--- config.mk ---
export PLATFORM = sky130hd
export DESIGN_NAME = iagc_cmd_decoder
export DESIGN_NICKNAME = d
export VERILOG_FILES = /design/src/rtl/iagc_cmd_decoder.sv
export SDC_FILE = /design/constraint.sdc
export NUM_CORES = 1
export LEC_CHECK = 0
export ABC_AREA = 1
export BUFFER_PORTS_ARGS = -buffer_cell sky130_fd_sc_hd__buf_2
export CAP_MARGIN = 5
export CORE_MARGIN = 1
export CORE_UTILIZATION = 50
export DETAILED_ROUTE_END_ITERATION = 10
export GPL_TIMING_DRIVEN = 1
export PLACE_DENSITY = 0.69
export SLEW_MARGIN = 20
export SYNTH_ARGS = -nofsm -noshare
export SYNTH_HDL_FRONTEND = slang
export SYNTH_SLANG_ARGS = --single-unit
--- constraint.sdc ---
create_clock -name i_clock -period 3.5 [get_ports i_clock]
set_input_delay 0.35 -clock i_clock [delete_from_list [all_inputs] [get_ports i_clock]]
set_output_delay 0.35 -clock i_clock [all_outputs]
set_load 0.01 [all_outputs]
--- src/rtl/iagc_cmd_decoder.sv ---
// Command front end for the IAGC controller: frames SYNC/CMD/CHK byte packets from
// the host UART and holds the decoded command until the control FSM accepts it.
module iagc_cmd_decoder #(
    parameter int                    DATA_SIZE        = 8,
    parameter int                    STATUS_SIZE      = 4,
    parameter int                    CMD_PARAM_SIZE   = 4,
    parameter logic [DATA_SIZE-1:0]  SYNC_BYTE        = 8'hA5,
    parameter int                    TIMEOUT_CYCLES   = 1000,
    parameter int                    ERR_COUNT_SIZE   = 8,
    parameter logic [STATUS_SIZE-1:0] STATUS_CMD_PARSE = 4'b0100
) (
    input  logic                      i_clock,
    input  logic                      i_reset_n,
    input  logic [DATA_SIZE-1:0]      i_rx_data,
    input  logic                      i_rx_valid,
    input  logic [STATUS_SIZE-1:0]    i_status,
    output logic                      o_cmd_valid,
    output logic                      o_cmd_reset,
    output logic                      o_cmd_sample,
    output logic                      o_cmd_dump_mem,
    output logic                      o_cmd_clean_mem,
    output logic                      o_cmd_set_mem,
    output logic                      o_cmd_set_decim,
    output logic [CMD_PARAM_SIZE-1:0] o_cmd_parameter,
    output logic                      o_frame_error,
    output logic [ERR_COUNT_SIZE-1:0] o_err_count,
    output logic                      o_busy
);

    typedef enum logic [1:0] {
        ST_HUNT    = 2'd0,
        ST_CMD     = 2'd1,
        ST_CHECK   = 2'd2,
        ST_PENDING = 2'd3
    } state_t;

    localparam int                      TMO_W    = $clog2(TIMEOUT_CYCLES + 1);
    localparam logic [TMO_W-1:0]        TMO_LAST = TMO_W'(TIMEOUT_CYCLES - 1);
    localparam logic [ERR_COUNT_SIZE-1:0] ERR_MAX = {ERR_COUNT_SIZE{1'b1}};

    // Flag bit 0 is reset, bit 5 is set_decim; unknown opcodes give no flag.
    function automatic logic [5:0] decode_flags(input logic [3:0] opcode);
        logic [5:0] flags;
        case (opcode)
            4'd1:    flags = 6'b000001;
            4'd2:    flags = 6'b000010;
            4'd3:    flags = 6'b000100;
            4'd4:    flags = 6'b001000;
            4'd5:    flags = 6'b010000;
            4'd6:    flags = 6'b100000;
            default: flags = 6'b000000;
        endcase
        return flags;
    endfunction

    state_t                    state_q, state_d;
    logic [DATA_SIZE-1:0]      shadow_q, shadow_d;
    logic [TMO_W-1:0]          tmo_q, tmo_d;
    logic [5:0]                flags_q, flags_d;
    logic [CMD_PARAM_SIZE-1:0] param_q, param_d;
    logic                      valid_q, valid_d;
    logic                      frame_error_q, frame_error_d;
    logic [ERR_COUNT_SIZE-1:0] err_count_q, err_count_d;
    logic                      err_evt_s;

    // Next-state, shadow, timeout and error-event logic.
    always_comb begin
        state_d   = state_q;
        shadow_d  = shadow_q;
        tmo_d     = {TMO_W{1'b0}};
        flags_d   = flags_q;
        param_d   = param_q;
        err_evt_s = 1'b0;
        case (state_q)
            ST_HUNT: begin
                if (i_rx_valid && (i_rx_data == SYNC_BYTE)) begin
                    state_d = ST_CMD;
                end else begin
                    state_d = ST_HUNT;
                end
            end
            ST_CMD: begin
                if (i_rx_valid) begin
                    shadow_d = i_rx_data;
                    state_d  = ST_CHECK;
                end else if (tmo_q == TMO_LAST) begin
                    err_evt_s = 1'b1;
                    state_d   = ST_HUNT;
                end else begin
                    tmo_d = tmo_q + TMO_W'(1);
                end
            end
            ST_CHECK: begin
                if (i_rx_valid) begin
                    if (i_rx_data == (SYNC_BYTE ^ shadow_q)) begin
                        flags_d = decode_flags(shadow_q[DATA_SIZE-1 -: 4]);
                        param_d = shadow_q[CMD_PARAM_SIZE-1:0];
                        state_d = ST_PENDING;
                    end else begin
                        err_evt_s = 1'b1;
                        state_d   = ST_HUNT;
                    end
                end else if (tmo_q == TMO_LAST) begin
                    err_evt_s = 1'b1;
                    state_d   = ST_HUNT;
                end else begin
                    tmo_d = tmo_q + TMO_W'(1);
                end
            end
            ST_PENDING: begin
                // A byte here is dropped even on the cycle the FSM accepts.
                err_evt_s = i_rx_valid;
                if (i_status == STATUS_CMD_PARSE) begin
                    state_d = ST_HUNT;
                end else begin
                    state_d = ST_PENDING;
                end
            end
            default: begin
                state_d = ST_HUNT;
            end
        endcase

        valid_d       = (state_d == ST_PENDING);
        frame_error_d = err_evt_s;
        if (err_evt_s && (err_count_q != ERR_MAX)) begin
            err_count_d = err_count_q + ERR_COUNT_SIZE'(1);
        end else begin
            err_count_d = err_count_q;
        end
    end

    // State and registered-output flops.
    always_ff @(posedge i_clock or negedge i_reset_n) begin
        if (!i_reset_n) begin
            state_q       <= ST_HUNT;
            shadow_q      <= {DATA_SIZE{1'b0}};
            tmo_q         <= {TMO_W{1'b0}};
            flags_q       <= 6'b000000;
            param_q       <= {CMD_PARAM_SIZE{1'b0}};
            valid_q       <= 1'b0;
            frame_error_q <= 1'b0;
            err_count_q   <= {ERR_COUNT_SIZE{1'b0}};
        end else begin
            state_q       <= state_d;
            shadow_q      <= shadow_d;
            tmo_q         <= tmo_d;
            flags_q       <= flags_d;
            param_q       <= param_d;
            valid_q       <= valid_d;
            frame_error_q <= frame_error_d;
            err_count_q   <= err_count_d;
        end
    end

    assign o_cmd_valid     = valid_q;
    assign o_cmd_reset     = flags_q[0];
    assign o_cmd_sample    = flags_q[1];
    assign o_cmd_dump_mem  = flags_q[2];
    assign o_cmd_clean_mem = flags_q[3];
    assign o_cmd_set_mem   = flags_q[4];
    assign o_cmd_set_decim = flags_q[5];
    assign o_cmd_parameter = param_q;
    assign o_frame_error   = frame_error_q;
    assign o_err_count     = err_count_q;
    assign o_busy          = (state_q != ST_HUNT);

endmodule
# After elaboration in Yosys (flattened, before gate mapping)
# Index checks and enable logic that the tools add are counted.
[word_totals] latchBits=0 mem_bits_rw=0 n_memories=0 romBits=0 reg_bits=40
[op_classes] addsub=2 bitwise=1 n_mux=16 eq_ne=15 shift=0 mul=0 n_reduce_logical=7 n_div=0 n_lt_le_gt_ge=0
[ops] cell="$pmux W6 S6" n=1
[ops] cell="$mux W10" n=3
[ops] cell="$eq A4 B3 Y1 const B" n=4
[ops] cell="$add A10 B1 Y10 const B" n=1
[ops] cell="$eq A10 B10 Y1 const B" n=1
[ops] cell="$mux W2" n=5
[ops] cell="$add A8 B1 Y8 const B" n=1
[ops] cell="$eq A4 B2 Y1 const B" n=2
[ops] cell="$eq A8 B8 Y1" n=1
[ops] cell="$eq A8 B8 Y1 const B" n=1
[ops] cell="$ne A8 B8 Y1 const B" n=1
[ops] cell="$pmux W2 S4" n=1
[ops] cell="$eq A2 B2 Y1 const B" n=3
[ops] cell="$mux W1" n=5
[ops] cell="$eq A4 B1 Y1 const B" n=1
[ops] cell="$not A4 Y4" n=1
[ops] cell="$pmux W1 S3" n=1
[ops] cell="$reduce_and A3 Y1" n=1
[ops] cell="$eq A2 B1 Y1 const B" n=1
[ops] cell="$logic_and A1 B1 Y1" n=2
[ops] cell="$logic_not A2 Y1" n=1
[ops] cell="$reduce_and A2 Y1" n=1
[ops] cell="$reduce_bool A2 Y1" n=1
[ops] cell="$reduce_or A2 Y1" n=1

# Depth between registers and ports, before layout
# Gate-level depths: netlist of the first run.
[depth] ltp_word=6 depth_mapped=13 mapped_depth_nobuf=13

# Worst setup path after synthesis of the first run
# No wires, ideal clock.
[synth_timing] path_type="register -> register" from="register err_count_q[0], in the netlist o_err_count[0]" to="register err_count_q[5], in the netlist o_err_count[5]" setup_ps=66 arrival_time_ps=1477 synth_period_minus_slack_ps=1543 path_stages_with_launch=8 n_path_buf=0 path_slack_ps=1957 cell_sequence="dfrtp_1 ha_1 nand3_1 nor4_1 nand2_2 nand3_4 nand2_1 nand2_1"
[synth_between] elab_chain_len=2 elab_cells_between_ends=3 classes_between="add/sub: 1; eq/ne: 1; reduce/logical: 1"
[synth_rtl] item="start, declared" line="63" source="logic [ERR_COUNT_SIZE-1:0] err_count_q, err_count_d;"
[synth_rtl] item="start signal, assigned" line="143" source="err_count_q <= {ERR_COUNT_SIZE{1'b0}};"
[synth_rtl] item="start signal, assigned" line="152" source="err_count_q <= err_count_d;"
[synth_rtl] item="parallel branches: the longest is 2 deep, another holds $add A8 B1 Y8"
# Several ways; the timed one is not identified.
# A chain may end at the register's enable or synchronous reset.

# Worst setup path after layout of the first run
[layout_timing] from="register err_count_q[0], in the netlist o_err_count[0]" to="register err_count_q[2], in the netlist o_err_count[2]"
# The elaborated chain is that of the path after synthesis.

==> results of run 1 <==
==> synthesized netlist by cell type <==
| library cell | n |
|---|---|
| nand4_2 | 1 |
| dfrtp_1 | 40 |
| o21a_1 | 1 |
| o211ai_1 | 1 |
| nand3_4 | 1 |
| o21ai_1 | 7 |
| buf_6 | 1 |
| nand2_8 | 1 |
| ha_1 | 7 |
| nor4_1 | 2 |
| nor2_2 | 1 |
| nor3b_1 | 1 |
| mux2_1 | 1 |
| a31oi_1 | 1 |
| o21ai_0 | 9 |
| nand4_1 | 15 |
| mux2_4 | 1 |
| nor2_4 | 1 |
| a21oi_2 | 1 |
| a21oi_1 | 7 |
| xor2_1 | 7 |
| nand2_2 | 4 |
| clkbuf_1 | 1 |
| nor3_1 | 6 |
| nor3_2 | 1 |
| nand3_1 | 9 |
| inv_1 | 28 |
| nand2_4 | 1 |
| nand2_1 | 64 |
| xnor2_1 | 5 |
| nor2_1 | 24 |
| inv_2 | 4 |
| clkinv_1 | 1 |
==> flip-flops by register name, summed over array words and instances, names as in the netlist <==
name             flops
shadow_q             8
o_err_count          8
flags_q              6
state_q              2
tmo_q               10
o_cmd_parameter      4
o_cmd_valid          1
o_frame_error        1
==> power breakdown <==
| part | switching [uW] | internal (uW) |
|---|---|---|
| Combinational | 27.5 | 14.2 |
| Sequential | 3.04 | 464 |
| Clock | 160 | 157 |
| Total | 190 | 636 |
==> per-stage QoR <==
step / setup WS, ps / power, uW / utilization, %
6_report: 1740 / 826 / 60.4
4_1_cts: 1750 / 837 / 60.4
3_3_place_gp: 1830 / 518 / 58.2
5_1_grt: 1530 / 861 / 60.4
3_5_place_dp: 1780 / 519 / 58.2
2_1_floorplan: 1960 / 495 / -
==> critical path, stage by stage (launching register included) <==
cell and delay [ps]:
dfrtp_1 420, ha_1 200, nand3_1 140, nor4_1 370
nand2_2 240, nand3_4 200, nand2_1 80, nand2_1 60
==> cells in the final DEF (no fill, tap or decap), drive strengths merged <==
cell type  instances
dfrtp             40
nand4             16
nor3b              1
ha                 7
inv               32
mux2               2
nor4               2
clkbuf             6
o21a               1
buf               35
o21ai             16
nor3               7
o211ai             1
xor2               7
clkinv             3
nor2              26
xnor2              5
nand3             10
a21oi              8
a31oi              1
nand2             70
==> kinds of logic after synthesis <==
| logic type | count (synthesis) | synth area share, % |
|---|---|---|
| and+or+nand+nor | 132 | 29.6 |
| adders and majority gates | 7 | 4.10 |
| xor gates and xnor gates | 12 | 4.92 |
| buffers and inverters | 35 | 6.50 |
| AOI/OAI and AO/OA | 27 | 6.79 |
| muxes | 2 | 1.23 |
| DFF | 40 | 46.8 |
==> layer usage <==
metal | global-route usage, % | vias up | part of all wire (%)
li1 | - | 909 | -
met1 | 28.2 | 826 | 51
met2 | 33.3 | 32 | 44
met3 | 4.73 | 5 | 3.4
met4 | 9.31 | 0 | 1.6
met5 | 0 | - | 0
==> how the worst max path moves through the flow <==
stage,startpoint,endpoint,depth (start not counted)
2_1_floorplan,o_err_count[0],o_err_count[5],7
3_3_place_gp,o_err_count[0],o_err_count[1],7
3_5_place_dp,o_err_count[0],o_err_count[2],7
4_1_cts,o_err_count[0],o_err_count[2],7
5_1_grt,o_err_count[0],o_err_count[0],7
6_report,o_err_count[0],o_err_count[2],7
==> area by class of cell <==
class | instances | share of cell area, %
Multi-Input combinational cell | 180 | 40.7
Clock buffer | 6 | 3.37
Clock inverter | 2 | 0.408
Inverter | 33 | 5.05
Tap cell | 50 | 2.55
Sequential cell | 40 | 40.8
Timing Repair Buffer | 35 | 7.14
==> impl_metrics.tcl, run 1 <==
set metrics [dict create \
    status "finished, final reports clean" \
    drt_iter0_drc 69 \
    cap_viol_max_count 0 \
    cts_root_buf "clkbuf_8" \
    worstPathArrival_ps 2000 \
    first_global_vias 1627 \
    place_congestion 0.794 \
    power.density_nw_per_um2 337 \
    die_area_sq_um 4540 \
    stdcell_count 346 \
    vias 1772 \
    cts_tree "built" \
    clk_latency_ps 290 \
    syn_inst 255 \
    worstMarginPinSlew_ps 892 \
    drt_wl_total_um 4190 \
    peakVddDrop_mv 0.157 \
    synth_top_area_cell "dfrtp_1" \
    ctsResizeCount 0 \
    path_max_fanout 8 \
    start_kind "register" \
    placed_area_sq_um 2360 \
    grt_pass1_wl_um 7100 \
    grt_overflow_total 0 \
    antenna_found_initial 0 \
    core_area_sq_um 4060 \
    hold_ws_ps 177 \
    cts.sinks 40 \
    drt-wirelength-per-cell_um 12.1 \
    postSynthAreaPerCell_sq_um 8.38 \
    dp_hpwl_um 3000 \
    drt-vias-per-instance 5.12 \
    rsz0062_at_grt "no" \
    numPortBuffers 35 \
    cp.required_ps 3740 \
    drt_pass1_iterations 4 \
    drv_slew 0 \
    ys_ff_latch 40 \
    initial_core_util_pct 52.7 \
    finalSetupTns_ps 0 \
    dp.cells 338 \
    multi_input_area_sq_um 997 \
    postCtsSetupBuffers 0 \
    worstSetupPathType "register to register" \
    reg2regPathDepth 7 \
    grt_use_total_pct 21.3 \
    cts_buffers 5 \
    drc 0 \
    layout-drive-gt1-share_pct 20.3 \
    r2r-start "o_err_count[0]" \
    r2r_end "o_err_count[2]" \
    final-setup-viol-count 0 \
    hold_viol 0 \
    postCtsHoldBufs 0 \
    nets 317 \
    final_antenna_net_count 0 \
    synth_cell_type_count 33 \
    synth_nets 277 \
    fin_crit_sh_pct 50.3 \
    htree_levels 2 \
    rrSetupSlack_ps 1740 \
    antenna_cells 0 \
    ys_top_cells_by_area "dfrtp_1 47%, nand2_1 11%, inv_1 4.9%, nand4_1 4.4%, nor2_1 4.2%" \
    fin_area_sq_um 2450 \
    period_needed_ps 1760 \
    fmax_mhz 568 \
    ys_seq_area_share_pct 46.8 \
    synth_warnings 0 \
    die_width_um 67.4 \
    synthesis.area_sq_um 2140 \
    synthToLayoutAreaGrowth_pct 14.8 \
    die_y_um 67.4 \
    pin_count 36 \
    power.leakage_uw 0.00127 \
    fillers 388 \
    rows 23 \
    hp-class "primary input to async pin" \
    grt_max_degree 41 \
    slew_headroom_pct 40.5 \
    clockBufferDepth 2 \
    synth_top_area_share_pct 46.8 \
    fin_worst_skew_ps 4.74 \
    clk_pin_slew_ps 80 \
    crit_path_end_kind "register" \
    final-seq-area_sq_um 1000 \
]
(Power assumes the default switching activity.)
==> inputs of run 2 (changes only) <==
Settings changed: PLACE_DENSITY 0.69 to 0.72.
Clock period 3.5 ns to 1.48 ns, I/O delays scaled along.
==> run 2 against run 1 <==
  * The run now ends with setup timing left
  * Setup slack lost 1800 ps
  * Cell area grew 15%
  * Core utilization grew 9.2 points
  * Non-clock buffer count grew 29
  * Critical endpoint unchanged
  * Highest routed layer unchanged
==> impl_metrics.tcl, run 2 (synthesized netlist as in run 1, its figures left out) <==
set metrics [dict create \
    clockBufferDepth 2 \
    cp.required_ps 1670 \
    fmax_mhz 644 \
    drt_pass1_iterations 4 \
    fin_crit_sh_pct 105 \
    htree_levels 2 \
    post-place-ws_ps -69.7 \
    antenna_found_initial 0 \
    drv_slew 0 \
    status "finished, violations left" \
    slew_headroom_pct 72.5 \
    die_width_um 67.4 \
    clk_latency_ps 290 \
    mostFrequentLayoutCells "56 x nand2_1, 40 x dfrtp_1, 35 x buf_2" \
    core_area_sq_um 4060 \
    largest_reg_flops 10 \
    drc 0 \
    grt_pass1_wl_um 7620 \
    worstMarginPinSlew_ps 413 \
    cts_buffers 5 \
    power.density_nw_per_um2 754 \
    synthToLayoutAreaGrowth_pct 32.1 \
    rows 23 \
    hold_viol 0 \
    dp.cells 365 \
    fin_worst_skew_ps 2.92 \
    numPortBuffers 35 \
    period_needed_ps 1550 \
    cts.sinks 40 \
    finalSetupTns_ps -494 \
    setup_slack_ps -73.2 \
    first_global_vias 1727 \
    initial_core_util_pct 52.7 \
    antenna_cells 0 \
    final_antenna_net_count 0 \
    drt-wirelength-per-cell_um 12.1 \
    grt_max_degree 25 \
    cts_root_buf "clkbuf_8" \
    peakVddDrop_mv 0.424 \
    cap_viol_max_count 0 \
    clk_pin_slew_ps 80 \
    final_common_cell "nand2_1" \
    dp_hpwl_um 3350 \
    grt_use_total_pct 22.9 \
    vias 1867 \
    path_max_fanout 8 \
    stdcell_count 375 \
    drt_iter0_drc 109 \
    die_area_sq_um 4540 \
    rsz0062_at_grt "yes" \
    hold_depth 3 \
    crit_path_end_kind "register" \
    final-setup-viol-count 8 \
    worstSetupPathType "register to register" \
    drt_wl_total_um 4520 \
    hp-class "primary input to register" \
    worstPathArrival_ps 1740 \
    place_congestion 0.836 \
    top_register "tmo_q" \
    cts_tree "built" \
    pin_count 36 \
    drt-vias-per-instance 4.98 \
    nets 346 \
    power.leakage_uw 0.00145 \
    layout-drive-gt1-share_pct 34.8 \
    grt_overflow_total 0 \
    die_y_um 67.4 \
    violations "setup timing" \
    reg2regPathDepth 12 \
    start_kind "register" \
]
-- run 2: area by class of cell --
| class | count | area, sq um |
|---|---|---|
| fillers | 320 | 1230 |
| multi-input cells | 180 | 1110 |
| flip-flops and latches | 40 | 1000 |
| repair buffers | 64 | 415 |
| inverters | 33 | 124 |
| clock buffers | 5 | 68.8 |
| well taps | 50 | 62.6 |
| clock inverters | 3 | 42.5 |
-- run 2: metrics by stage --
stage | instance area (sq um) | hold slack, ps | total power, uW | utilization, %
floorplan | 2140 | -148 | 1170 | -
global placement | 2580 | 104 | 1240 | 63.6
detailed placement | 2580 | 103 | 1240 | 63.6
CTS | 2740 | 136 | 2140 | 67.5
global route | 2820 | 147 | 2220 | 69.6
finish | 2820 | 135 | 2130 | 69.6
-- run 2: worst paths after layout --
path	startpoint	endpoint	slack [ps]
max	tmo_q[1]	o_err_count[2]	-70
min in group asynchronous	i_reset_n	flags_q[0]	310
max in group asynchronous	i_reset_n	o_err_count[6]	710
max reg2reg	tmo_q[1]	o_err_count[2]	-70
min	i_rx_data[0]	shadow_q[0]	140
min reg2reg	o_cmd_parameter[0]	o_cmd_parameter[0]	480
-- run 2: power by group --
part | internal, uW | switching [uW] | total [uW]
Combinational | 52.6 | 80.8 | 133
Clock | 499 | 394 | 893
Sequential | 1100 | 4.93 | 1100
Total | 1650 | 480 | 2130
-- run 2: routing by layer --
layer  wire, um  track usage (%)
met1       2100             30.4
met2       2200             36.6
met3        150             5.07
met4         67             7.98
met5          0                0
-- run 2: timing repair --
| item | 4_1_cts | 5_1_grt |
|---|---|---|
| resized for setup | 9 | 23 |
| hold buffers | 1 | 0 |
| gates cloned | 0 | 0 |
| pin swaps | 4 | 13 |
| setup endpoints to repair | 14 | 26 |
| buffers inserted | 1 | 0 |
| hold endpoints to repair | 16 | 0 |
-- run 2: worst max-delay path, cell delays in order, from the launching register on --
cell	delay [ps]
dfrtp_1	360
ha_2	190
nand2_2	60
nor2_2	90
nand2_2	80
nor2_4	110
nand2_1	60
nand2_1	60
inv_2	70
nand2_8	90
nand3_4	120
nand2_1	100
nand2_1	50
